## config.mk

```make
export PLATFORM = sky130hd
export DESIGN_NAME = uart_tx_flat
export DESIGN_NICKNAME = d
export VERILOG_FILES = /design/src/rtl/uart_tx_if.sv /design/src/rtl/uart_tx.sv /design/src/flat_wrapper.sv
export SDC_FILE = /design/constraint.sdc
export NUM_CORES = 1
export LEC_CHECK = 0
export CORE_AREA = 3 3 66 68
export DETAILED_ROUTE_END_ITERATION = 7
export DIE_AREA = 0 0 69 71
export HOLD_SLACK_MARGIN = 0.12
export SLEW_MARGIN = 20
export SYNTH_ARGS = -nofsm -noshare
export SYNTH_HDL_FRONTEND = slang
export SYNTH_SLANG_ARGS = --single-unit
```

## constraint.sdc

```tcl
create_clock -name clk -period 4.5 [get_ports clk]
set_clock_uncertainty 0.2 [all_clocks]
set_input_delay 0.675 -clock clk [delete_from_list [all_inputs] [get_ports clk]]
set_output_delay 0.675 -clock clk [all_outputs]
set_load 0.01 [all_outputs]
```

## src/rtl/uart_tx_if.sv

```systemverilog
// rtl/uart_tx_if.sv - word handshake between a producer and uart_tx
interface uart_tx_if #(
    parameter int DATA_BITS = 8
);
    logic [DATA_BITS-1:0] tx_data;
    logic                 tx_valid;
    logic                 tx_ready;

    modport master (output tx_data, output tx_valid, input  tx_ready);
    modport slave  (input  tx_data, input  tx_valid, output tx_ready);
endinterface

```

## src/rtl/uart_tx.sv

```systemverilog
// rtl/uart_tx.sv - UART transmitter paced by baud_clk rising edges detected in the clk domain
module uart_tx #(
    parameter int DATA_BITS = 8,
    parameter int PARITY    = 0,
    parameter int STOP_BITS = 1
) (
    input  logic     clk,
    input  logic     reset_n,
    input  logic     baud_clk,
    uart_tx_if.slave tx_if,
    output logic     txd,
    output logic     busy
);
    typedef enum logic [2:0] {
        S_IDLE,
        S_SYNC,
        S_START,
        S_DATA,
        S_PARITY,
        S_STOP
    } state_t;

    state_t               state_q, state_d;
    logic                 baud_q;
    logic                 txd_q, txd_d;
    logic [DATA_BITS-1:0] shift_q, shift_d;
    logic                 par_q, par_d;
    logic [3:0]           bit_cnt_q, bit_cnt_d;
    logic                 stop_cnt_q, stop_cnt_d;
    logic                 tick;

    assign tick           = baud_clk & ~baud_q;
    assign tx_if.tx_ready = (state_q == S_IDLE);
    assign busy           = (state_q != S_IDLE);
    assign txd            = txd_q;

    always_comb begin
        state_d    = state_q;
        txd_d      = txd_q;
        shift_d    = shift_q;
        par_d      = par_q;
        bit_cnt_d  = bit_cnt_q;
        stop_cnt_d = stop_cnt_q;
        unique case (state_q)
            // A tick on the accept edge is deliberately ignored; SYNC waits for the next one.
            S_IDLE: begin
                if (tx_if.tx_valid) begin
                    state_d = S_SYNC;
                    shift_d = tx_if.tx_data;
                    par_d   = (PARITY == 1) ? ~(^tx_if.tx_data) : (^tx_if.tx_data);
                end
            end
            S_SYNC: begin
                if (tick) begin
                    state_d = S_START;
                    txd_d   = 1'b0;
                end
            end
            S_START: begin
                if (tick) begin
                    state_d   = S_DATA;
                    txd_d     = shift_q[0];
                    bit_cnt_d = '0;
                end
            end
            S_DATA: begin
                if (tick) begin
                    if (bit_cnt_q < 4'(DATA_BITS - 1)) begin
                        shift_d   = shift_q >> 1;
                        txd_d     = shift_q[1];
                        bit_cnt_d = bit_cnt_q + 4'd1;
                    end else if (PARITY != 0) begin
                        state_d = S_PARITY;
                        txd_d   = par_q;
                    end else begin
                        state_d    = S_STOP;
                        txd_d      = 1'b1;
                        stop_cnt_d = 1'b0;
                    end
                end
            end
            S_PARITY: begin
                if (tick) begin
                    state_d    = S_STOP;
                    txd_d      = 1'b1;
                    stop_cnt_d = 1'b0;
                end
            end
            S_STOP: begin
                if (tick) begin
                    if (stop_cnt_q == 1'(STOP_BITS - 1)) begin
                        state_d = S_IDLE;
                    end else begin
                        stop_cnt_d = stop_cnt_q + 1'b1;
                    end
                end
            end
            default: state_d = S_IDLE;
        endcase
    end

    // Asynchronous reset drops the line to idle-high immediately, even mid-frame.
    always_ff @(posedge clk or negedge reset_n) begin
        if (!reset_n) begin
            state_q    <= S_IDLE;
            baud_q     <= 1'b0;
            txd_q      <= 1'b1;
            shift_q    <= '0;
            par_q      <= 1'b0;
            bit_cnt_q  <= '0;
            stop_cnt_q <= 1'b0;
        end else begin
            state_q    <= state_d;
            baud_q     <= baud_clk;
            txd_q      <= txd_d;
            shift_q    <= shift_d;
            par_q      <= par_d;
            bit_cnt_q  <= bit_cnt_d;
            stop_cnt_q <= stop_cnt_d;
        end
    end
endmodule

```

## src/flat_wrapper.sv

```systemverilog
// flat-port wrapper written by rule: the top's interface ports become plain ports
module uart_tx_flat 
#(
    parameter int DATA_BITS = 8,
    parameter int PARITY    = 0,
    parameter int STOP_BITS = 1
)
  (clk, reset_n, baud_clk, txd, busy, tx_if_tx_data, tx_if_tx_valid, tx_if_tx_ready);
  uart_tx_if #(.DATA_BITS(DATA_BITS)) tx_if_i ();
  input  logic clk;
  input  logic reset_n;
  input  logic baud_clk;
  output logic txd;
  output logic busy;
  input wire logic [$bits(tx_if_i.tx_data)-1:0] tx_if_tx_data;
  input wire logic [$bits(tx_if_i.tx_valid)-1:0] tx_if_tx_valid;
  output wire logic [$bits(tx_if_i.tx_ready)-1:0] tx_if_tx_ready;
  assign tx_if_i.tx_data = tx_if_tx_data;
  assign tx_if_i.tx_valid = tx_if_tx_valid;
  assign tx_if_tx_ready = tx_if_i.tx_ready;
  uart_tx #(.DATA_BITS(DATA_BITS), .PARITY(PARITY), .STOP_BITS(STOP_BITS)) u_core (.clk(clk), .reset_n(reset_n), .baud_clk(baud_clk), .tx_if(tx_if_i), .txd(txd), .busy(busy));
endmodule
```

==> results.ini, run 1 <==
[sta]
fmaxAchievable_mhz = 369.9
fin_ws_ns = 1.797
finalSetupViolations = 0
worstMarginPinSlew_ns = 0.7707
timing_hold_violations_final = 0
fin_hold_ws_ns = 0.3104
min_period_ns = 2.703
min_period_over_period_pct = 60.07
final_max_slew_viol_count = 0
tns_ns = 0
rsz0062_at_grt = false
max_slew_margin_pct = 48.46

[synth]
yosysTopAreaCell = dfrtp_1
synth_most_common_cell = dfrtp_1
yosys_warnings = 0
synth.top_cells.by_area = dfrtp_1, mux2_2, a22o_1
synth.avg_cell_area_um2 = 11.58
synth_top_area_share_pct = 42.16
synth_seq_cells = 17
synth_area_um2 = 949.7
synth_cells = 82
synth_seq_area_share_pct = 44.93
yosysUniqueCellTypes = 37
synth_flop_cell = dfrtp_1
ys_async_sr_fraction_pct = 100.0
syn-num-nets = 95
synth_edf_count = 0
synth_common_cells = dfrtp_1, mux2_2, nor2_1, a22o_1

[cts]
ctsLongestPathBuffers = 2
cts_root_buf = clkbuf_8
ctsHoldBuffers = 0
cts_inserted_buffers = 3
ctsResizeCount = 0
clkLatencyLatePin_ns = 0.25
cts_sinks = 17
cts_tree = done
h-tree-depth = 1
cts_setup_buffers = 0
clkTransAtPathRegs_ns = 0.07

[final_layout]
drive_gt1_share_pct = 29.47
final_cell_area_um2 = 1166
nets = 109
fillCellCount = 417
fin_util_pct = 29.80
fin_cells = 145
antenna_cells = 0
area_growth_pct = 22.79

[drt]
post-route-drc-count = 0
drt-total-wl_mm = 1.739
postRouteAntennaNets = 0
via_per_inst = 4.614
vias = 669
firstDrtPassIters = 4
wire_per_inst_um = 11.99
drtIter0Drc = 18

[critical_path]
r2r_start = u_core.state_q[0]$_DFFE_PN0P_
r2r_setup_slack_ns = 2.03
rr_endpoint = u_core.shift_q[5]$_DFFE_PN0P_
cp-endpoint = tx_if_tx_ready
cp_data_arrival_time_ns = 1.83
required_ns = 3.62
critPathMaxFanout = 13
critPathLaunch = u_core.state_q[0]$_DFFE_PN0P_
start_kind = flop
worstSetupPathType = reg2out
reg2reg_depth = 4
end_kind = primary output

[placement]
post-place-ws_ns = 1.974
gp_congestion = 0.7864
dp.cells = 141
portBuffers = 14
dpl_cell_area_um2 = 1121
hpwl_mm = 1.320

[global_routing]
antenna_found_initial = 0
grt_max_degree = 18
overflow = 0
grt_pass1_vias = 666
grt.total_usage_pct = 7.499
grt_pass1_wl_mm = 3.036

[floorplan]
dieArea_um2 = 4899
num_rows = 23
core_um2 = 3914
fp.dieH_um = 71
initial_core_util_pct = 24.26
die_x_um = 69
ios = 15

[outcome]
status = finished, final reports clean

[min_path]
hold_class = reg2reg
hp-start = u_core.shift_q[4]$_DFFE_PN0P_

[pwr]
vdd_drop_max_mv = 0.2612
power.total_uw = 722.9
leakage_nw = 0.4743
power_density_nw_per_um2 = 620.0

[job]
max-cap-violations = 0

[worst max-delay path, stage by stage, from the launching register on]
cell and delay, ns:
dfrtp_1 0.52, or3_4 0.46, inv_2 0.07, clkdlybuf4s50_1 0.53
[area by class of cell]
| class | count | area, um^2 | area share (%) |
|---|---|---|---|
| clock buffer | 4 | 45.04 | 3.863 |
| inverter | 1 | 3.754 | 0.3219 |
| multi-input combinational | 59 | 488.0 | 41.85 |
| sequential | 17 | 426.7 | 36.59 |
| tap | 50 | 62.56 | 5.365 |
| timing repair buffer | 14 | 140.1 | 12.02 |
[placed cells by master, fill, tap and decap left out, types with 2 or more instances in the layout]
cell type and instances:
a21oi_1 3, dfrtp_1 16, nand3_1 2, clkdlybuf4s50_1 14, a22o_1 5, clkbuf_8 3, mux2_2 15, o21ai_0 3
nor2_1 6, o22a_1 2
[cell families after synthesis]
| logic type | count (synthesis) | synth area share, % |
|---|---|---|
| simple gates | 22 | 15.02 |
| compound gates | 20 | 16.21 |
| flops | 17 | 44.93 |
| mux | 16 | 18.84 |
| buf+inv | 6 | 3.689 |
| fa+ha+maj | 1 | 1.317 |
[sequential cells by signal, indices dropped and copies added (netlist names)]
name              flops
u_core.txd            1
u_core.bit_cnt_q      4
u_core.shift_q        8
u_core.state_q        3
u_core.baud_q         1
[where the power goes]
group          total, mW  switching (mW)  internal, mW
Combinational      0.318           0.126         0.192
Clock              0.113          0.0503        0.0628
Sequential         0.292          0.0687         0.223
[how the worst min path moves through the flow]
stage	to	slack, ns	depth (start not counted)
after floorplan	u_core.baud_q$_DFF_PN0_	0.18	0
after global placement	u_core.shift_q[4]$_DFFE_PN0P_	0.29	1
after detailed placement	u_core.shift_q[2]$_DFFE_PN0P_	0.30	1
after CTS	u_core.shift_q[4]$_DFFE_PN0P_	0.31	1
after global routing	u_core.shift_q[4]$_DFFE_PN0P_	0.33	1
final	u_core.shift_q[4]$_DFFE_PN0P_	0.31	1
[metal layers]
metal | GRT usage, % | routed length [um] | part of all wire, % | up-vias
met3 | 1.847 | 84 | 4.8 | 2
met5 | 0 | 0 | 0 | -
met2 | 12.82 | 853 | 49 | 16
met4 | 2.603 | 18 | 1.0 | 0
met1 | 9.219 | 783 | 45 | 325
li1 | - | - | - | 326
Note: power is estimated with default switching activity, not from simulation.
==> inputs of run 2 (changes only) <==
Clock period 4.5 ns to 2.6 ns, I/O delays scaled along.
==> results.ini, run 2 (synthesis gave the netlist of run 1 again) <==
[outcome]
status = finished, final reports clean

[final_layout]
drive_gt1_share_pct = 30.21
multiInputGateArea_um2 = 488.0
nets = 110
final_common_cell = dfrtp_1
antenna_cells = 0
reg_top3 = u_core.shift_q x8, u_core.bit_cnt_q x4, u_core.state_q x3
area_growth_pct = 23.58
fin_util_pct = 29.99
largest_register_ffs = 8
regMostFlops = u_core.shift_q
fillCellCount = 421
final_cell_mix = dfrtp_1, mux2_2, clkdlybuf4s50_1
regArea_um2 = 426.7

[critical_path]
path_cells = or3_4 -> inv_2 -> clkdlybuf4s50_1
r2r_setup_slack_ns = 0.42
slowest_stage = clkdlybuf4s50_1
worstSetupPathType = reg2out
rr_endpoint = u_core.shift_q[3]$_DFFE_PN0P_
r2r_start = u_core.bit_cnt_q[0]$_DFFE_PN0P_
cp_data_arrival_time_ns = 1.81
end_kind = primary output
start_kind = flop
reg2reg_depth = 5
crit_path_max_incr_delay_ns = 0.53
required_ns = 2.01
critPathMaxFanout = 13

[floorplan]
num_rows = 23
fp.dieH_um = 71
dieArea_um2 = 4899
core_um2 = 3914
die_x_um = 69
ios = 15
initial_core_util_pct = 24.26

[cts]
h-tree-depth = 1
ctsLongestPathBuffers = 2
clkTransAtPathRegs_ns = 0.07
cts_setup_buffers = 0
ctsResizeCount = 0
ctsHoldBuffers = 0
cts_tree = done
clkLatencyLatePin_ns = 0.25
cts_sinks = 17
cts_root_buf = clkbuf_8
cts_inserted_buffers = 3

[min_path]
hold_path_depth = 1
whs_endpoint = u_core.shift_q[4]$_DFFE_PN0P_
hold_class = reg2reg
hp-start = u_core.shift_q[4]$_DFFE_PN0P_

[sta]
timing_hold_violations_final = 0
final_max_slew_viol_count = 0
fmaxAchievable_mhz = 417.5
tns_ns = 0
finalSetupViolations = 0
worstMarginPinSlew_ns = 0.7609
min_period_over_period_pct = 92.12
max_slew_margin_pct = 49.12
rsz0062_at_grt = false
min_period_ns = 2.395

[global_routing]
grt.total_usage_pct = 7.281
grt_max_degree = 18
grt_pass1_vias = 689
grt_pass1_wl_mm = 2.925
antenna_found_initial = 0
overflow = 0

[drt]
postRouteAntennaNets = 0
drtIter0Drc = 7
wire_per_inst_um = 11.54
via_per_inst = 4.459
drt-total-wl_mm = 1.685
vias = 651
firstDrtPassIters = 4
post-route-drc-count = 0

[placement]
portBuffers = 14
gp_congestion = 0.7931
hpwl_mm = 1.316

[pwr]
power.total_mw = 1.254
vdd_drop_max_mv = 0.5435
power_density_nw_per_um2 = 1069
leakage_nw = 0.4788

[job]
max-cap-violations = 0

[run 2: cell count changes in the layout (fill, tap and decap cells not counted)]
cell and change:
buf_4 +1
[run 2: worst max-delay path by stage]
| stage | startpoint | slack, ns | to | cells past startpoint |
|---|---|---|---|---|
| detailed placement | baud_clk | 0.40 | u_core.shift_q[3]$_DFFE_PN0P_ | 5 |
| finish | u_core.state_q[0]$_DFFE_PN0P_ | 0.20 | tx_if_tx_ready | 3 |
| floorplan | u_core.bit_cnt_q[0]$_DFFE_PN0P_ | 0.58 | u_core.shift_q[0]$_DFFE_PN0P_ | 5 |
| global route | u_core.state_q[0]$_DFFE_PN0P_ | 0.12 | tx_if_tx_ready | 3 |
| CTS | u_core.state_q[0]$_DFFE_PN0P_ | 0.19 | tx_if_tx_ready | 3 |
| global placement | baud_clk | 0.45 | u_core.shift_q[2]$_DFFE_PN0P_ | 5 |
[run 2: critical path: cells and delay by family, from the launching register on]
kind	cells	cell delay, ns
simple gates	1	0.45
buf+inv	2	0.60
flops	1	0.51
[run 2: layout make-up]
cell class                      instances  share of cell area, %
Timing Repair Buffer                   15                  12.58
Sequential cell                        17                  36.35
Inverter                                1                 0.3198
Multi-Input combinational cell         59                  41.58
Tap cell                               50                  5.330
Clock buffer                            4                  3.838
[run 2: routing by layer]
metal	GRT usage (%)	share of wire, %	up-vias
li1	-	-	329
met1	8.486	46	310
met2	12.71	50	12
met3	1.705	4.8	0
met4	3.254	0	0
met5	0	0	-
[run 2: metrics by stage]
step                      area [um^2]  hold slack (ns)  setup slack [ns]  cells
after floorplan                 949.7          -0.1056            0.5807     82
after global placement           1129           0.2878            0.4477    142
after detailed placement         1129           0.2966            0.3987    142
after CTS                        1174           0.3136            0.1935    146
after global routing             1174           0.3344            0.1240    146
final                            1174           0.3069            0.2048    146
[run 2: power breakdown]
group | internal (mW) | switching [mW] | total (mW)
Clock | 0.108 | 0.0841 | 0.193
Combinational | 0.343 | 0.216 | 0.560
Sequential | 0.386 | 0.116 | 0.502
Total | 0.838 | 0.417 | 1.25
